**src/rtl/rob_commit_pkg.sv**
```systemverilog
// Shared sizing, tag type and FSM encoding for the reorder buffer.
package rob_commit_pkg;

    localparam int unsigned ROB_W    = 3;
    localparam int unsigned ROB_SIZE = 1 << ROB_W;

    typedef logic [ROB_W-1:0] rob_id_t;

    typedef enum logic [0:0] {
        StRun   = 1'b0,
        StFlush = 1'b1
    } rob_state_e;

endpackage

```
**src/rtl/rob_commit_lookup.sv**
```systemverilog
// Two-port operand lookup: an entry value, or the CDB value broadcast this same cycle.
module rob_commit_lookup
    import rob_commit_pkg::*;
(
    input  logic [ROB_SIZE-1:0]       i_ready,
    input  logic [ROB_SIZE-1:0][31:0] i_val,
    input  logic                      i_cdb_valid,
    input  rob_id_t                   i_cdb_rob_id,
    input  logic [31:0]               i_cdb_val,
    input  rob_id_t                   i_get_id_1,
    input  rob_id_t                   i_get_id_2,
    output logic                      o_avail_1,
    output logic                      o_avail_2,
    output logic [31:0]               o_val_1,
    output logic [31:0]               o_val_2
);

    logic w_hit_1, w_hit_2;

    always_comb begin
        w_hit_1   = i_cdb_valid && (i_cdb_rob_id == i_get_id_1);
        w_hit_2   = i_cdb_valid && (i_cdb_rob_id == i_get_id_2);
        o_avail_1 = i_ready[i_get_id_1] || w_hit_1;
        o_avail_2 = i_ready[i_get_id_2] || w_hit_2;
        o_val_1   = w_hit_1 ? i_cdb_val : i_val[i_get_id_1];
        o_val_2   = w_hit_2 ? i_cdb_val : i_val[i_get_id_2];
    end

endmodule

```
**src/rtl/rob_commit.sv**
```systemverilog
// Reorder buffer: in-order allocation, CDB capture, operand forwarding and single-entry commit,
// with a one-cycle flush after a mispredicted branch retires.
module rob_commit
    import rob_commit_pkg::*;
(
    input  logic          clk_in,
    input  logic          rst_in,
    input  logic          rdy_in,
    input  logic          issue_valid,
    input  logic [4:0]    issue_rd,
    input  logic          issue_is_br,
    input  logic          issue_is_store,
    output logic          rob_stall,
    output rob_id_t       rob_tail_id,
    output logic [4:0]    set_dep_id,
    output rob_id_t       set_dep_Q,
    input  logic          cdb_valid,
    input  rob_id_t       cdb_rob_id,
    input  logic [31:0]   cdb_val,
    input  logic          cdb_mispredict,
    input  logic [31:0]   cdb_redirect_pc,
    input  rob_id_t       get_rob_id_1,
    input  rob_id_t       get_rob_id_2,
    output logic          rob_avail_1,
    output logic          rob_avail_2,
    output logic [31:0]   rob_val_1,
    output logic [31:0]   rob_val_2,
    output logic [4:0]    set_id,
    output logic [31:0]   set_val,
    output rob_id_t       set_from_rob_id,
    output logic          is_commit,
    output logic          store_commit,
    output logic          rob_clear,
    output logic [31:0]   clear_pc
);

    logic [ROB_SIZE-1:0]       r_busy, r_ready, r_is_br, r_is_store, r_mispredict;
    logic [ROB_SIZE-1:0][4:0]  r_rd;
    logic [ROB_SIZE-1:0][31:0] r_val, r_redirect_pc;
    rob_id_t                   r_head, r_tail;
    logic [ROB_W:0]            r_count;
    logic [31:0]               r_clear_pc;
    rob_state_e                r_state, w_state_next;
    logic                      w_issue, w_commit, w_flush_req, w_cdb_hit;

    always_ff @(posedge clk_in or negedge rst_in) begin
        if (!rst_in) begin
            r_state <= StRun;
        end else if (rdy_in) begin
            r_state <= w_state_next;
        end
    end

    always_comb begin
        w_state_next    = r_state;
        rob_stall       = (r_count == (ROB_W+1)'(ROB_SIZE)) || (r_state != StRun);
        w_issue         = rdy_in && issue_valid && !rob_stall;
        w_commit        = rdy_in && (r_state == StRun) && r_busy[r_head] && r_ready[r_head];
        w_flush_req     = w_commit && r_is_br[r_head] && r_mispredict[r_head];
        w_cdb_hit       = cdb_valid && r_busy[cdb_rob_id];
        rob_tail_id     = r_tail;
        set_dep_id      = w_issue ? issue_rd : 5'd0;
        set_dep_Q       = r_tail;
        is_commit       = w_commit;
        set_id          = w_commit ? r_rd[r_head] : 5'd0;
        set_val         = r_val[r_head];
        set_from_rob_id = r_head;
        store_commit    = w_commit && r_is_store[r_head];
        rob_clear       = rdy_in && (r_state == StFlush);
        clear_pc        = r_clear_pc;
        unique case (r_state)
            StRun:   if (w_flush_req) w_state_next = StFlush;
            StFlush: w_state_next = StRun;
            default: w_state_next = StRun;
        endcase
    end

    always_ff @(posedge clk_in or negedge rst_in) begin
        if (!rst_in) begin
            r_busy        <= '0;
            r_ready       <= '0;
            r_is_br       <= '0;
            r_is_store    <= '0;
            r_mispredict  <= '0;
            r_rd          <= '0;
            r_val         <= '0;
            r_redirect_pc <= '0;
            r_head        <= '0;
            r_tail        <= '0;
            r_count       <= '0;
            r_clear_pc    <= '0;
        end else if (rdy_in) begin
            if (r_state == StFlush) begin
                r_busy  <= '0;
                r_ready <= '0;
                r_head  <= '0;
                r_tail  <= '0;
                r_count <= '0;
            end else begin
                // A hit needs a busy entry, so it never aliases the tail slot being allocated.
                if (w_cdb_hit) begin
                    r_ready[cdb_rob_id]       <= 1'b1;
                    r_val[cdb_rob_id]         <= cdb_val;
                    r_mispredict[cdb_rob_id]  <= cdb_mispredict;
                    r_redirect_pc[cdb_rob_id] <= cdb_redirect_pc;
                end
                if (w_issue) begin
                    r_busy[r_tail]       <= 1'b1;
                    r_ready[r_tail]      <= issue_is_store;
                    r_rd[r_tail]         <= issue_rd;
                    r_is_br[r_tail]      <= issue_is_br;
                    r_is_store[r_tail]   <= issue_is_store;
                    r_mispredict[r_tail] <= 1'b0;
                    r_tail               <= r_tail + rob_id_t'(1);
                end
                if (w_commit) begin
                    r_busy[r_head] <= 1'b0;
                    r_head         <= r_head + rob_id_t'(1);
                end
                if (w_flush_req) begin
                    r_clear_pc <= r_redirect_pc[r_head];
                end
                r_count <= r_count + (ROB_W+1)'(w_issue) - (ROB_W+1)'(w_commit);
            end
        end
    end

    rob_commit_lookup u_lookup (
        .i_ready      (r_ready),
        .i_val        (r_val),
        .i_cdb_valid  (cdb_valid),
        .i_cdb_rob_id (cdb_rob_id),
        .i_cdb_val    (cdb_val),
        .i_get_id_1   (get_rob_id_1),
        .i_get_id_2   (get_rob_id_2),
        .o_avail_1    (rob_avail_1),
        .o_avail_2    (rob_avail_2),
        .o_val_1      (rob_val_1),
        .o_val_2      (rob_val_2)
    );

endmodule
```
**config.mk**
```make
export PLATFORM = sky130hd
export DESIGN_NAME = rob_commit
export DESIGN_NICKNAME = d
export VERILOG_FILES = /design/src/rtl/rob_commit_pkg.sv /design/src/rtl/rob_commit_lookup.sv /design/src/rtl/rob_commit.sv
export SDC_FILE = /design/constraint.sdc
export NUM_CORES = 1
export LEC_CHECK = 0
export BUFFER_PORTS_ARGS = -buffer_cell sky130_fd_sc_hd__buf_2
export CORE_ASPECT_RATIO = 0.5
export CORE_MARGIN = 4
export CORE_UTILIZATION = 50
export CTS_CLUSTER_DIAMETER = 30
export CTS_CLUSTER_SIZE = 30
export DETAILED_ROUTE_END_ITERATION = 7
export PLACE_DENSITY = 0.73
export SLEW_MARGIN = 20
export SYNTH_ARGS = -nofsm -noshare
export SYNTH_HDL_FRONTEND = slang
export SYNTH_HIERARCHICAL = 1
export SYNTH_SLANG_ARGS = --single-unit
```
**constraint.sdc**
```tcl
create_clock -name clk_in -period 2.7 [get_ports clk_in]
set_input_delay 0.27 -clock clk_in [delete_from_list [all_inputs] [get_ports clk_in]]
set_output_delay 0.27 -clock clk_in [all_outputs]
set_load 0.01 [all_outputs]
```
Word level (Yosys, flattened, before mapping):

Index checks and enable logic that the tools add are counted.

* muxes and demuxes: 68
* multipliers: 0
* bitwise operators: 7
* shifts and indexed selects: 0
* reduce and logical (&&, ||, !) cells: 27
* equality and inequality tests: 3
* div/mod/pow operators: 0
* $lt $le $gt $ge: 8
* add/sub/neg operators: 4

Operators by type and width (number)
* $bwmux W256: 2
* $bmux W32 S3: 4
* $mux W32: 7
* $mux W8: 14
* $demux W32 S3: 1
* $bwmux W40: 1
* $bwmux W8: 4
* $bmux W1 S3: 8
* $lt A3 B4 Y1 const B: 5
* $mux W5: 4
* $and A8 B8 Y8: 2
* $not A8 Y8: 2
* $or A8 B8 Y8: 2
* $bmux W5 S3: 1
* $demux W5 S3: 1
* $logic_and A1 B1 Y1: 15
* $mux W1: 12
* $mux W3: 4
* $demux W1 S3: 3
* $ge A3 B1 Y1 const B: 3
* $reduce_and A3 Y1: 3
* $add A3 B1 Y3 const B: 2
* $eq A3 B3 Y1: 2
* $reduce_and A2 Y1: 3
* other kinds (9): 12

* register bits: 635
* latch bits: 0
* memories kept: 0
* input bits: 86
* output and inout bits: 153
* memory bits (read-only): 0
* logic and storage cells: 151
* RAM bits: 0

Logic depth before layout (Yosys ltp):

Gate-level depths: netlist (run 1).

* depth in word-level cells: 11
* mapped depth: 15
* depth with buffers taken out: 12

Hierarchy:

The synthesis (run 1) kept the hierarchy.

By module, submodules not included
* rob_commit: area an instance 28700.0 um^2, sequential area each 15890.2 um^2, cells each 2065, times used 1
* rob_commit_lookup: area an instance 5038.6 um^2, sequential area each 0.0 um^2, cells each 316, times used 1

Least setup slack after synthesis (run 1):

OpenSTA, ideal clock, no wires.

* kind: flip-flop to flip-flop
* start: register r_head[2] (netlist: set_from_rob_id[2])
* end: register r_count[2]
* slack: -0.274 ns
* period minus slack after synthesis: 2.974 ns
* buffers on the path: 3
* cell stages (with the launch flop): 15
* data arrival time: 2.839 ns
* setup time: 0.135 ns
* data required time: 2.565 ns
* cells stage by stage: dfrtp_1 > buf_6 > nand2b_1 > buf_2 > or3_1 > o2111ai_2 > or2_2 > buf_2 > inv_2 > ha_1 > inv_1 > ha_1 > fa_1 > xnor2_1 > o22ai_1

* longest elaborated chain between the ends: 6
* elaborated cells between the ends (all ways): 8
* classes of those cells: add/sub (1); mux (5); reduce/logical (2)

RTL lines
* start: declaration: line rob_commit.sv:40 `rob_id_t r_head, r_tail;`
* start signal: assignment: line rob_commit.sv:118 `r_head <= r_head + rob_id_t'(1);`
* $bmux W1 S3: line rob_commit.sv:58 `w_commit = rdy_in && (r_state == StRun) && r_busy[r_head] && r_ready[r_head];`
* $mux W1 (implied by the code): line rob_commit.sv:58
* $logic_and A1 B1 Y1: line rob_commit.sv:58
* $logic_and A1 B1 Y1 (*): line rob_commit.sv:58
* via is_commit: line rob_commit.sv:31 `output logic is_commit,`
* $sub A4 B1 Y4 (*): line rob_commit.sv:123 `r_count <= r_count + (ROB_W+1)'(w_issue) - (ROB_W+1)'(w_commit);`
* $mux W4 (*): line rob_commit.sv:93 `if (r_state == StFlush) begin`
* end signal: assignment: line rob_commit.sv:123
* end: declaration: line rob_commit.sv:41 `logic [ROB_W:0] r_count;`

The timed path passes the listed nets; every way through them passes the cells marked *. The select of a mux whose other input is x is not followed.
A chain may end at the register's enable or synchronous reset.

Worst setup path in the final report (run 1):

* start: register r_head[0] (netlist: set_from_rob_id[0])
* end: output set_id[4]

* longest elaborated chain between the ends: 5
* elaborated cells between the ends (all ways): 9
* classes of those cells: mux (7); reduce/logical (2)

RTL lines
* $bmux W1 S3: line rob_commit.sv:58
* $mux W1 (implied by the code): line rob_commit.sv:58
* $logic_and A1 B1 Y1 (2 in a row): line rob_commit.sv:58
* $mux W5 (*): line rob_commit.sv:65 `set_id = w_commit ? r_rd[r_head] : 5'd0;`
* end: declaration: line rob_commit.sv:28 `output logic [4:0] set_id,`

Every way passes the cells marked *; elsewhere a longest branch is shown, timed or not. The select of a mux whose other input is x is not followed.

==> summary.md, run 1 <==
| Metric | Value |
|---|---|
| Leak pwr | 19.9 nW |
| DP Cell Count | 3,450 |
| Root Driver | clkbuf_16 |
| Final WS setup | -0.171 ns |
| R2r worst-path depth | 14 |
| EDFF count, synth | 0 |
| Final GP Congestion | 0.899 |
| Starting Density | 50.4% |
| TritonRoute pass-1 iters | 7 |
| Die W | 375 µm |
| Register area share after synthesis | 47.1% |
| Hold endpoint | r_val[126] |
| Synth Instances | 2,381 |
| CTS Buffer Depth | 3 |
| Syn_nets | 2,475 |
| Chip Height | 192 µm |
| Setup Skew | 0.0190 ns |
| Synth cell types | 67 |
| Largest net degree at the start of global routing | 102 |
| Vias in the first global route | 25,156 |
| CTS buffer count | 109 |
| Failing checks | setup timing |
| Worst-path clk slew | 0.06 ns |
| Critical Path AT | 2.60 ns |
| Routed Antenna Nets | 0 |
| CP Max Fanout | 7 |
| Hold depth | 2 |
| Min-delay src | cdb_val[30] |
| R2R Setup Slk | -0.04 ns |
| Placeable Area | 66,900 µm² |
| Mapped Area | 33,700 µm² |
| Worst Tran Pin Value | 0.700 ns |
| Setup-failing EPs final | 20 |
| MaxCap Viol Count | 0 |
| Fin cells | 3,774 |
| Rel. slew slack | 53.3% |
| Worst r2r dst | r_count[1] |
| Post-route DRC | 0 |
| Ratio of cells with drive above 1 in the final layout | 56.6% |
| Core Rows | 67 |
| Post-synth top flop | dfrtp_1 |
| GR Overflow Total | 0 |
| Vias per inst | 6.32 |
| Min-delay worst type | input pin to register |
| Met3 usage in global routing | 5.64% |
| TritonCTS clock tree | built |
| CP max stage cell | dfrtp_4 |
| Vias | 23,857 |
| Critical path, cell by cell | buf_6 -> nand2_2 -> a2bb2oi_2 -> o2111ai_4 -> or2_4 -> buf_12 -> a221oi_4 -> buf_2 |
| First-pass GRT wire length | 153,000 µm |
| Final hold vios | 0 |
| Reg2reg start | set_from_rob_id[0] |
| Syn. warnings | 6 |
| NumNets Final | 2,874 |
| Critical path startpoint category | register |
| Global route hottest layer | met2 |
| WS Path Type | register to output pin |
| RSZ-0062 raised after global routing | yes |
| Pwr dens | 1160 nW/µm² |
| Met1 usage | 35.2% |
| Element type at the critical path end | output pin |
| Async SR Flop Fraction | 100% |
| Ports | 239 |
| Setup WS pre-CTS | 0.135 ns |
| Antenna violations before repair | 2 |
| Worst skew pair latency | 0.68 ns |
| Number of synthesized register bits | 635 |
| Highest Clock Rate | 0.348 GHz |
| H-tree depth | 3 |
| DP HPWL | 59,700 µm |
| Fin crit period | 2.87 ns |
| Period utilization | 106% |
| Worst EP required | 2.43 ns |
| Max Slew Vio Count | 0 |
| Die footprint | 71,900 µm² |
| Fillcell total | 4,646 |
| Max IR drop VDD | 623 µV |
| Post-Route WL | 101,000 µm |
| Clock sink count | 635 |
| WL per Instance | 26.8 µm |
| Met2 usage | 46.7% |
| Area grow syn2layout | 26.0% |
| Delay of the slowest critical-path stage | 0.54 ns |
| Mean area per synthesized cell | 14.2 µm² |
| GRT Util Overall | 27.7% |
| Iter 0 DRT Violations | 2,294 |
| IO Port Bufs | 238 |
| Status | complete, but fails checks |
## logic make-up after synthesis
logic type / count (synthesis) / synth area share [%]
xor gates and xnor gates: 9 / 0.234
adders and majority gates: 8 / 0.319
buffers and inverters: 209 / 3.25
AOI/OAI and AO/OA: 255 / 5.43
DFF: 635 / 47.1
and+or+nand+nor: 273 / 3.70
muxes: 992 / 40.0
## cell type report
type | count | area, µm² | area share (%)
clock buffers | 127 | 2910 | 6.83
clock inverters | 80 | 1040 | 2.45
flip-flops and latches | 635 | 15900 | 37.4
repair buffers | 476 | 4190 | 9.86
inverters | 21 | 95.1 | 0.224
multi-input cells | 1537 | 17300 | 40.6
well taps | 897 | 1120 | 2.64
diodes | 1 | 2.50 | 0.00588
## flip-flops by register name (all words and copies together) (netlist names)
register,cells
clear_pc,32
r_busy,8
r_count,4
r_is_br,8
r_is_store,8
r_mispredict,8
r_rd,40
r_ready,8
r_redirect_pc,256
r_state,1
r_val,256
rob_tail_id,3
set_from_rob_id,3
## report_power, final
| group | internal [mW] | leakage (nW) | switching [mW] | total, mW |
|---|---|---|---|---|
| Sequential | 13.0 | 8.36 | 2.76 | 15.7 |
| Clock | 9.41 | 1.90 | 5.33 | 14.7 |
| Combinational | 10.0 | 9.65 | 8.76 | 18.8 |
| Total | 32.4 | 19.9 | 16.8 | 49.3 |
## worst max-delay path, delay by kind of cell, from the launching register on
family	cells	cell delay, ns
compound gates	3	0.54
buf+inv	3	0.50
simple gates	2	0.35
flops	1	0.54
## cell usage in the layout, fill, tap and decap left out, types with 35 or more instances in the layout
master / instances
clkbuf_16: 113
buf_2: 229
mux2_4: 53
mux4_2: 194
nand2_1: 173
dfrtp_1: 632
a21oi_1: 35
buf_12: 52
dlygate4sd3_1: 70
mux2_2: 686
buf_4: 93
mux2i_1: 57
## per-layer routing
metal | vias up | share of wire (%)
met5 | - | 0.0069
met3 | 246 | 7.4
li1 | 9983 | -
met1 | 12514 | 39
met2 | 1112 | 50
met4 | 2 | 3.7
## Yosys cell counts, drive strengths merged, types with 5 or more instances
master / number / area share (%)
clkbuf: 68 / 0.76
nor2: 21 / 0.24
a22oi: 21 / 0.47
inv: 20 / 0.22
nor2b: 9 / 0.17
a221oi: 54 / 1.4
mux2: 741 / 25
nand4: 7 / 0.13
nand3: 11 / 0.16
o22ai: 27 / 0.52
xnor2: 8 / 0.21
o221ai: 16 / 0.42
and3: 9 / 0.17
buf: 120 / 2.3
ha: 7 / 0.26
nand2b: 10 / 0.19
and2: 5 / 0.093
a2bb2oi: 6 / 0.16
a31oi: 9 / 0.17
nor3: 5 / 0.089
o211ai: 6 / 0.13
o22a: 6 / 0.16
a22o: 5 / 0.13
dfrtp: 635 / 47
mux4: 194 / 13
mux2i: 57 / 1.7
o21ai: 35 / 0.52
a21oi: 39 / 0.58
nand2: 179 / 2.0
o31ai: 6 / 0.13
## worst max-delay path by stage
stage                  startpoint      endpoint  slack [ns]  depth (start not counted)
5_1_grt        set_from_rob_id[0]     set_id[4]       -0.24                          8
6_report       set_from_rob_id[0]     set_id[4]       -0.17                          8
2_1_floorplan  set_from_rob_id[2]    r_count[1]       -0.09                         14
4_1_cts        set_from_rob_id[0]  store_commit       -0.15                          7
3_3_place_gp   set_from_rob_id[2]    r_count[1]        0.16                         11
3_5_place_dp   set_from_rob_id[2]    r_count[1]        0.13                         11
## through the flow
stage          hold WS [ns]  instance area (µm²)  power [mW]  TNS, ns  util [%]
2_1_floorplan       -0.0256                33800        26.2   -0.152         -
3_3_place_gp          0.246                36600        31.2        0      54.7
3_5_place_dp          0.239                36600        31.8        0      54.7
4_1_cts            0.000506                42000        48.1    -1.02      62.8
5_1_grt              0.0166                42500        51.3    -3.07      63.6
6_report             0.0193                42500        49.3    -1.53      63.6
## what timing repair did
| action | 4_1_cts | 5_1_grt |
|---|---|---|
| pin swaps | 16 | 17 |
| hold buffers | 70 | 0 |
| endpoints found under the hold margin | 625 | 0 |
| cloned | 6 | 4 |
| gates resized for setup | 89 | 54 |
| setup endpoints to repair | 33 | 38 |
| buffers inserted | 16 | 22 |
Power figures use the tool's default switching activity.
==> run 2: changes to the inputs <==
CORE_ASPECT_RATIO = 1.75   (was 0.5)
==> run 2 against run 1 <==
Against the previous run:
- the flow still finishes with violations (setup timing)
- hold slack improved by 0.021 ns
- routed wire length rose by 5.4%
- combinational power rose by 2%
- sequential share of layout area rose by 0.27 points
- global-route usage rose by 1.5 points
- power fell by 2.0%
- fmax fell by 1.5%
- largest cell class unchanged
- highest routed layer unchanged
==> summary.md, run 2 (synthesis gave the netlist of run 1 again) <==
| Metric | Value |
|---|---|
| R2r worst-path depth | 13 (-1) |
| Vias | 24,122 (+1.1%) |
| Largest net degree at the start of global routing | 81 (-21%) |
| Met3 routed WL | 7500 µm (+0.93%) |
| Top Layer Used | met5 |
| Period utilization | 108% (+1.6 points) |
| CP Max Fanout | 8 (+1) |
| CTS Buffer Depth | 3 (unchanged) |
| Root Driver | clkbuf_16 |
| Vias in the first global route | 25,875 (+2.9%) |
| NumNets Final | 2,870 (-0.14%) |
| TritonRoute pass-1 iters | 5 (-2) |
| Area grow syn2layout | 25.1% |
| Final hold vios | 0 (unchanged) |
| Ratio of cells with drive above 1 in the final layout | 57.4% (+0.79 points) |
| Worst path bufs/invs | 3 (unchanged) |
| MaxCap Viol Count | 0 (unchanged) |
| Chip Height | 352 µm (+83%) |
| Max IR drop VDD | 820 µV (+32%) |
| Most common cell after layout, fill and taps aside | mux2_2 |
| Ports | 239 (unchanged) |
| H-tree depth | 3 (unchanged) |
| Commonest cells after routing, fill and taps aside | mux2_2, dfrtp_1, buf_2, mux4_2, nand2_1 |
| Post-Route WL | 107,000 µm (+5.4%) |
| Pwr dens | 1140 nW/µm² (-1.3%) |
| Setup Skew | 0.0180 ns (-0.00106 ns) |
| Final GP Congestion | 0.970 (+7.8%) |
| WL per Instance | 28.4 µm (+6.0%) |
| Highest Clock Rate | 0.343 GHz (-1.5%) |
| Setup TNS | -2.00 ns (-0.472 ns) |
| Routed length on met1 | 38,800 µm (-2.4%) |
| Worst-path clk slew | 0.05 ns (about the same) |
| DP Cell Count | 3,456 (+0.17%) |
| Worst EP required | 2.43 ns (about the same) |
| Worst Tran Pin Value | 0.746 ns (+0.0460 ns) |
| GRT Util Overall | 29.3% (+1.5 points) |
| Vias per inst | 6.43 (+1.7%) |
| Setup-failing EPs final | 22 (+10%) |
| CTS buffer count | 97 (-11%) |
| Routed Antenna Nets | 0 (unchanged) |
| Placeable Area | 66,600 µm² (-0.40%) |
| Setup WS pre-CTS | -0.0370 ns (-0.172 ns) |
| GR Overflow Total | 0 (unchanged) |
| Crit-path leading delay family | flip-flops |
| Status | complete, but fails checks |
| Largest registers | r_redirect_pc x256, r_val x256, r_rd x40 |
| Crit. path cell count | 8 (unchanged) |
| Element type at the critical path end | output pin |
| DR WL met2 | 53,800 µm (+7.2%) |
| WS Path Type | register to output pin |
| Rel. slew slack | 49.6% (-3.7 points) |
| RSZ-0062 raised after global routing | yes |
| TritonCTS clock tree | built |
| Fin cells | 3,752 (-0.58%) |
| Worst skew pair latency | 0.65 ns (-0.03 ns) |
| Fin crit period | 2.91 ns (+0.0438 ns) |
| Critical path, cell by cell | buf_4 -> mux2i_1 -> a2bb2oi_2 -> o22ai_2 -> or2_4 -> buf_12 -> a211oi_4 -> buf_2 |
| Min-delay worst type | input pin to register |
| Hold depth | 2 (unchanged) |
| IO Port Bufs | 238 (unchanged) |
| Antenna violations before repair | 7 (+5) |
| Final WS setup | -0.214 ns (-0.0438 ns) |
| Starting Density | 50.6% (+0.20 points) |
| First-pass GRT wire length | 161,000 µm (+4.7%) |
| Leak pwr | 19.8 nW (-0.78%) |
| Worst Hold Margin | 0.0407 ns (+0.0214 ns) |
| Failing checks | setup timing |
| Delay of the slowest critical-path stage | 0.55 ns (about the same) |
| Max Slew Vio Count | 0 (unchanged) |
| DP HPWL | 67,200 µm (+12%) |
| Die W | 204 µm (-46%) |
| Die footprint | 71,900 µm² (-0.12%) |
| CP max stage cell | dfrtp_4 |
| Critical path startpoint category | register |
| Clock sink count | 635 (unchanged) |
| Iter 0 DRT Violations | 1,910 (-17%) |
| Critical Path AT | 2.64 ns (+0.04 ns) |
| Core Rows | 125 (+87%) |
| Post-route DRC | 0 (unchanged) |
[run 2: changes by cell type in the layout (fill, tap and decap cells not counted), sizes merged]
cell         before  now
buf             399  419
bufinv           16   11
dlygate4sd3      70   61
clkinvlp         15    9
inv              49   42
diode             1    4
clkbuf          131  119
clkinv           21   23
[run 2: area by class of cell]
type,count,area [µm²]
antenna,4,10.0
clock buffer,118,2700
clock inverter,64,757
fill,4889,24400
inverter,21,98.8
multi-input combinational,1537,17400
sequential,635,15900
tap,889,1110
timing repair buffer,484,4240
[run 2: metrics by stage]
| stage | power [mW] | util, % | cell area (µm²) |
|---|---|---|---|
| 3_3_place_gp | 31.5 | 55.1 | 36700 |
| 6_report | 48.3 | 63.4 | 42200 |
| 4_1_cts | 47.1 | 62.5 | 41600 |
| 5_1_grt | 50.3 | 63.4 | 42200 |
| 2_1_floorplan | 26.2 | - | 33800 |
| 3_5_place_dp | 32.3 | 55.1 | 36700 |
[run 2: final timing paths]
check	from	to	slack, ns
worst max-delay path	set_from_rob_id[0]	set_id[2]	-0.21
worst max register to register	set_from_rob_id[0]	r_count[1]	-0.08
worst min-delay path	cdb_val[3]	r_val[131]	0.04
max in group asynchronous	rst_in	r_val[15]	1.57
min in group asynchronous	rst_in	r_redirect_pc[25]	0.19
worst min register to register	r_rd[37]	r_rd[37]	0.48
[run 2: layer usage]
layer	global-route usage [%]	up-vias
met5	0	-
met4	16.6	6
met3	5.52	380
met2	49.4	1187
met1	35.2	12618
li1	-	9931
[run 2: what timing repair did]
item,in CTS,in global routing
pin swaps,10,24
hold buffers,61,0
resized for setup,114,72
endpoints found under the hold margin,468,0
cloned,4,1
buffers inserted,23,23
setup endpoints to repair,40,31
[run 2: power breakdown]
group | total, mW | internal [mW] | switching [mW] | leakage [nW]
sequential | 15.8 | 13.0 | 2.85 | 8.36
combinational | 19.2 | 10.2 | 9.06 | 9.71
clock | 13.2 | 8.29 | 4.89 | 1.68
total | 48.3 | 31.5 | 16.8 | 19.8
==> run 3: changes to the inputs <==
CORE_MARGIN = unset   (was 4)
==> run 3 against run 2 <==
Against the previous run:
- the run still ends with setup timing left
- register-to-register slack worse by 0.11 ns
- sequential share of layout area down 0.60 points
- first-iteration DRC count is 8.2% lower
- hold slack lost 0.020 ns
- global-route usage grew 2.2 points
- final area up 1.6%
- via count is 0.40% higher
- non-clock buffer count increased by 43
- critical path depth is the same
- clock-buffer cell count decreased by 7
- clock skew is 0.0050 ns higher
- sequential power hardly changed
==> summary.md, run 3 (synthesis gave the netlist of run 1 again) <==
| Metric | Value |
|---|---|
| Placeable Area | 66,600 µm² (unchanged) |
| Delay of the slowest critical-path stage | 0.53 ns (-0.02 ns) |
| Status | complete, but fails checks |
| Commonest cells after routing, fill and taps aside | mux2_2, dfrtp_1, buf_2, mux4_2, nand2_1 |
| WS Path Type | register to output pin |
| Critical path, cell by cell | buf_12 -> nor2_4 -> buf_6 -> inv_1 -> o221ai_1 -> a221oi_4 -> buf_4 -> buf_6 |
| Total power | 49.1 mW (+1.7%) |
| GRT Util Overall | 31.5% (+2.2 points) |
| Reg area | 15,900 µm² (unchanged) |
| Met3 usage in global routing | 4.58% (-0.94 points) |
| Max Slew Vio Count | 0 (unchanged) |
| Pint | 32.0 mW (+1.8%) |
| MaxCap Viol Count | 0 (unchanged) |
| Iter 0 DRT Violations | 1,753 (-8.2%) |
| Sequential power share | 32.4% (-0.4 points) |
| Min-delay worst type | input pin to register |
| Met1 usage | 37.3% (+2.1 points) |
| Worst Tran Pin Value | 0.660 ns (-0.0863 ns) |
| Period utilization | 112% (+3.6 points) |
| Fillcell total | 4,762 (-2.6%) |
| Post-Route WL | 108,000 µm (+1.4%) |
| R2r worst-path depth | 10 (-3) |
| Rel. slew slack | 56.0% (+6.4 points) |
| Global route hottest layer | met2 |
| Die W | 198 µm (-2.9%) |
| CTS Buffer Depth | 3 (unchanged) |
| Clock share of power | 26.3% (-1.0 points) |
| Vias in the first global route | 26,100 (+0.87%) |
| Switching Power | 17.1 mW (+1.5%) |
| Leak pwr | 20.0 nW (+1.5%) |
| WL per Instance | 28.5 µm (+0.43%) |
| CP max stage cell | dfrtp_4 |
| Worst EP required | 2.43 ns (about the same) |
| Highest Clock Rate | 0.332 GHz (-3.2%) |
| CP Max Fanout | 17 (+9) |
| Critical path startpoint category | register |
| Met2 usage | 54.0% (+4.6 points) |
| Die footprint | 68,600 µm² (-4.6%) |
| Critical Path AT | 2.74 ns (+0.10 ns) |
| Ports | 239 (unchanged) |
| TritonRoute pass-1 iters | 5 (unchanged) |
| Vias | 24,218 (+0.40%) |
| First-pass GRT wire length | 161,000 µm (+0.14%) |
| Area grow syn2layout | 27.2% |
| Element type at the critical path end | output pin |
| TritonCTS clock tree | built |
| Most common cell after layout, fill and taps aside | mux2_2 |
| Ant diodes | 0 (-4) |
| GR Overflow Total | 0 (unchanged) |
| Final GP Congestion | 0.906 (-6.6%) |
| Failing checks | setup timing |
| Root Driver | clkbuf_16 |
| Routed Antenna Nets | 0 (unchanged) |
| Worst skew pair latency | 0.65 ns (about the same) |
| Max IR drop VDD | 588 µV (-28%) |
| CTS buffer count | 95 (-2.1%) |
| Worst-path clk slew | 0.05 ns (about the same) |
| Final WS setup | -0.311 ns (-0.0968 ns) |
| Ratio of cells with drive above 1 in the final layout | 58.5% (+1.1 points) |
| Final hold vios | 0 (unchanged) |
| H-tree depth | 3 (unchanged) |
| Pwr dens | 1140 nW/µm² (about the same) |
| Fin area | 42,900 µm² (+1.6%) |
| R2R Setup Slk | -0.19 ns (-0.11 ns) |
| RSZ-0062 raised after global routing | yes |
| Core Rows | 125 (unchanged) |
| Largest registers | r_redirect_pc x256, r_val x256, r_rd x40 |
| NumNets Final | 2,911 (+1.4%) |
| Vias per inst | 6.40 (-0.53%) |
| Setup-failing EPs final | 64 (+190%) |
| Starting Density | 50.6% (unchanged) |
| Placed instance area | 36,700 µm² (-0.12%) |
| Combinational share of power | 41.4% (+1.5 points) |
| Chip Height | 346 µm (-1.7%) |
| IO Port Bufs | 238 (unchanged) |
| Hold depth | 2 (unchanged) |
| Multi-input logic area | 17,600 µm² (+1.2%) |
| Fin crit period | 3.01 ns (+0.0968 ns) |
| Setup Skew | 0.0230 ns (+0.00501 ns) |
| DP HPWL | 65,100 µm (-3.1%) |
| Sw frac | 34.8% (-0.058 points) |
| Antenna violations before repair | 3 (-4) |
| Most frequent cell on the critical path | buf_6 |
| Post-route DRC | 0 (unchanged) |
| Clock sink count | 635 (unchanged) |
| Largest net degree at the start of global routing | 90 (+11%) |
## run 3: cell types whose count changed in the layout (fill, tap and decap cells not counted), moves of 7 or more
cell | previous run | this run
buf_16 | 5 | 12
buf_6 | 21 | 35
clkinvlp_4 | 9 | 16
a221oi_4 | 5 | 12
mux2_2 | 685 | 653
mux2_4 | 54 | 88
buf_4 | 106 | 123
## run 3: cell type report
type / instances / share of cell area, %
clock inverters: 67 / 1.86
inverters: 21 / 0.210
multi-input cells: 1537 / 41.0
flip-flops and latches: 635 / 37.1
repair buffers: 527 / 11.2
clock buffers: 111 / 5.99
well taps: 889 / 2.59
## run 3: power by group through the flow
stage	combinational, mW	clock [mW]	sequential (mW)
floorplan	11.4	0	14.7
global placement	16.0	0	15.4
detailed placement	16.4	0	15.8
CTS	19.1	13.0	15.7
global route	21.4	13.4	16.2
finish	20.3	12.9	15.9
## run 3: repair_timing
action,in CTS,in global routing
setup endpoints to repair,35,72
pin swaps,30,46
buffers inserted,53,38
hold buffers,56,0
hold endpoints to repair,439,0
gates cloned,8,7
gates resized for setup,161,110
## run 3: final timing paths
kind | startpoint | end
max | set_from_rob_id[0] | set_id[4]
min | cdb_val[2] | r_val[226]
max reg2reg | set_from_rob_id[1] | clear_pc[14]
min reg2reg | r_rd[37] | r_rd[37]
max in group asynchronous | rst_in | r_val[124]
min in group asynchronous | rst_in | r_redirect_pc[154]
## run 3: through the flow
| step | setup TNS (ns) | worst slack (ns) | std cells | utilization, % | hold slack [ns] |
|---|---|---|---|---|---|
| 6_report | -8.85 | -0.311 | 3787 | 64.4 | 0.0204 |
| 3_5_place_dp | 0 | 0.0407 | 3454 | 55.1 | 0.294 |
| 4_1_cts | -3.25 | -0.292 | 3749 | 63.2 | 0.000448 |
| 5_1_grt | -9.40 | -0.330 | 3787 | 64.4 | 0.0323 |
| 3_3_place_gp | 0 | 0.0485 | 3454 | 55.1 | 0.280 |
| 2_1_floorplan | -0.152 | -0.0911 | 2381 | - | -0.0256 |
## run 3: routing by layer
metal / routed length [µm] / share of wire [%]
met3: 6740 / 6.2
met5: 29 / 0.027
met2: 54800 / 51
met4: 6570 / 6.1
met1: 39900 / 37
## run 3: critical path, delay by kind of cell, from the launching register on
kind                   cells  cell delay (ns)
AOI/OAI and AO/OA          2             0.44
buffers and inverters      5             0.97
and+or+nand+nor            1             0.15
DFF                        1             0.53
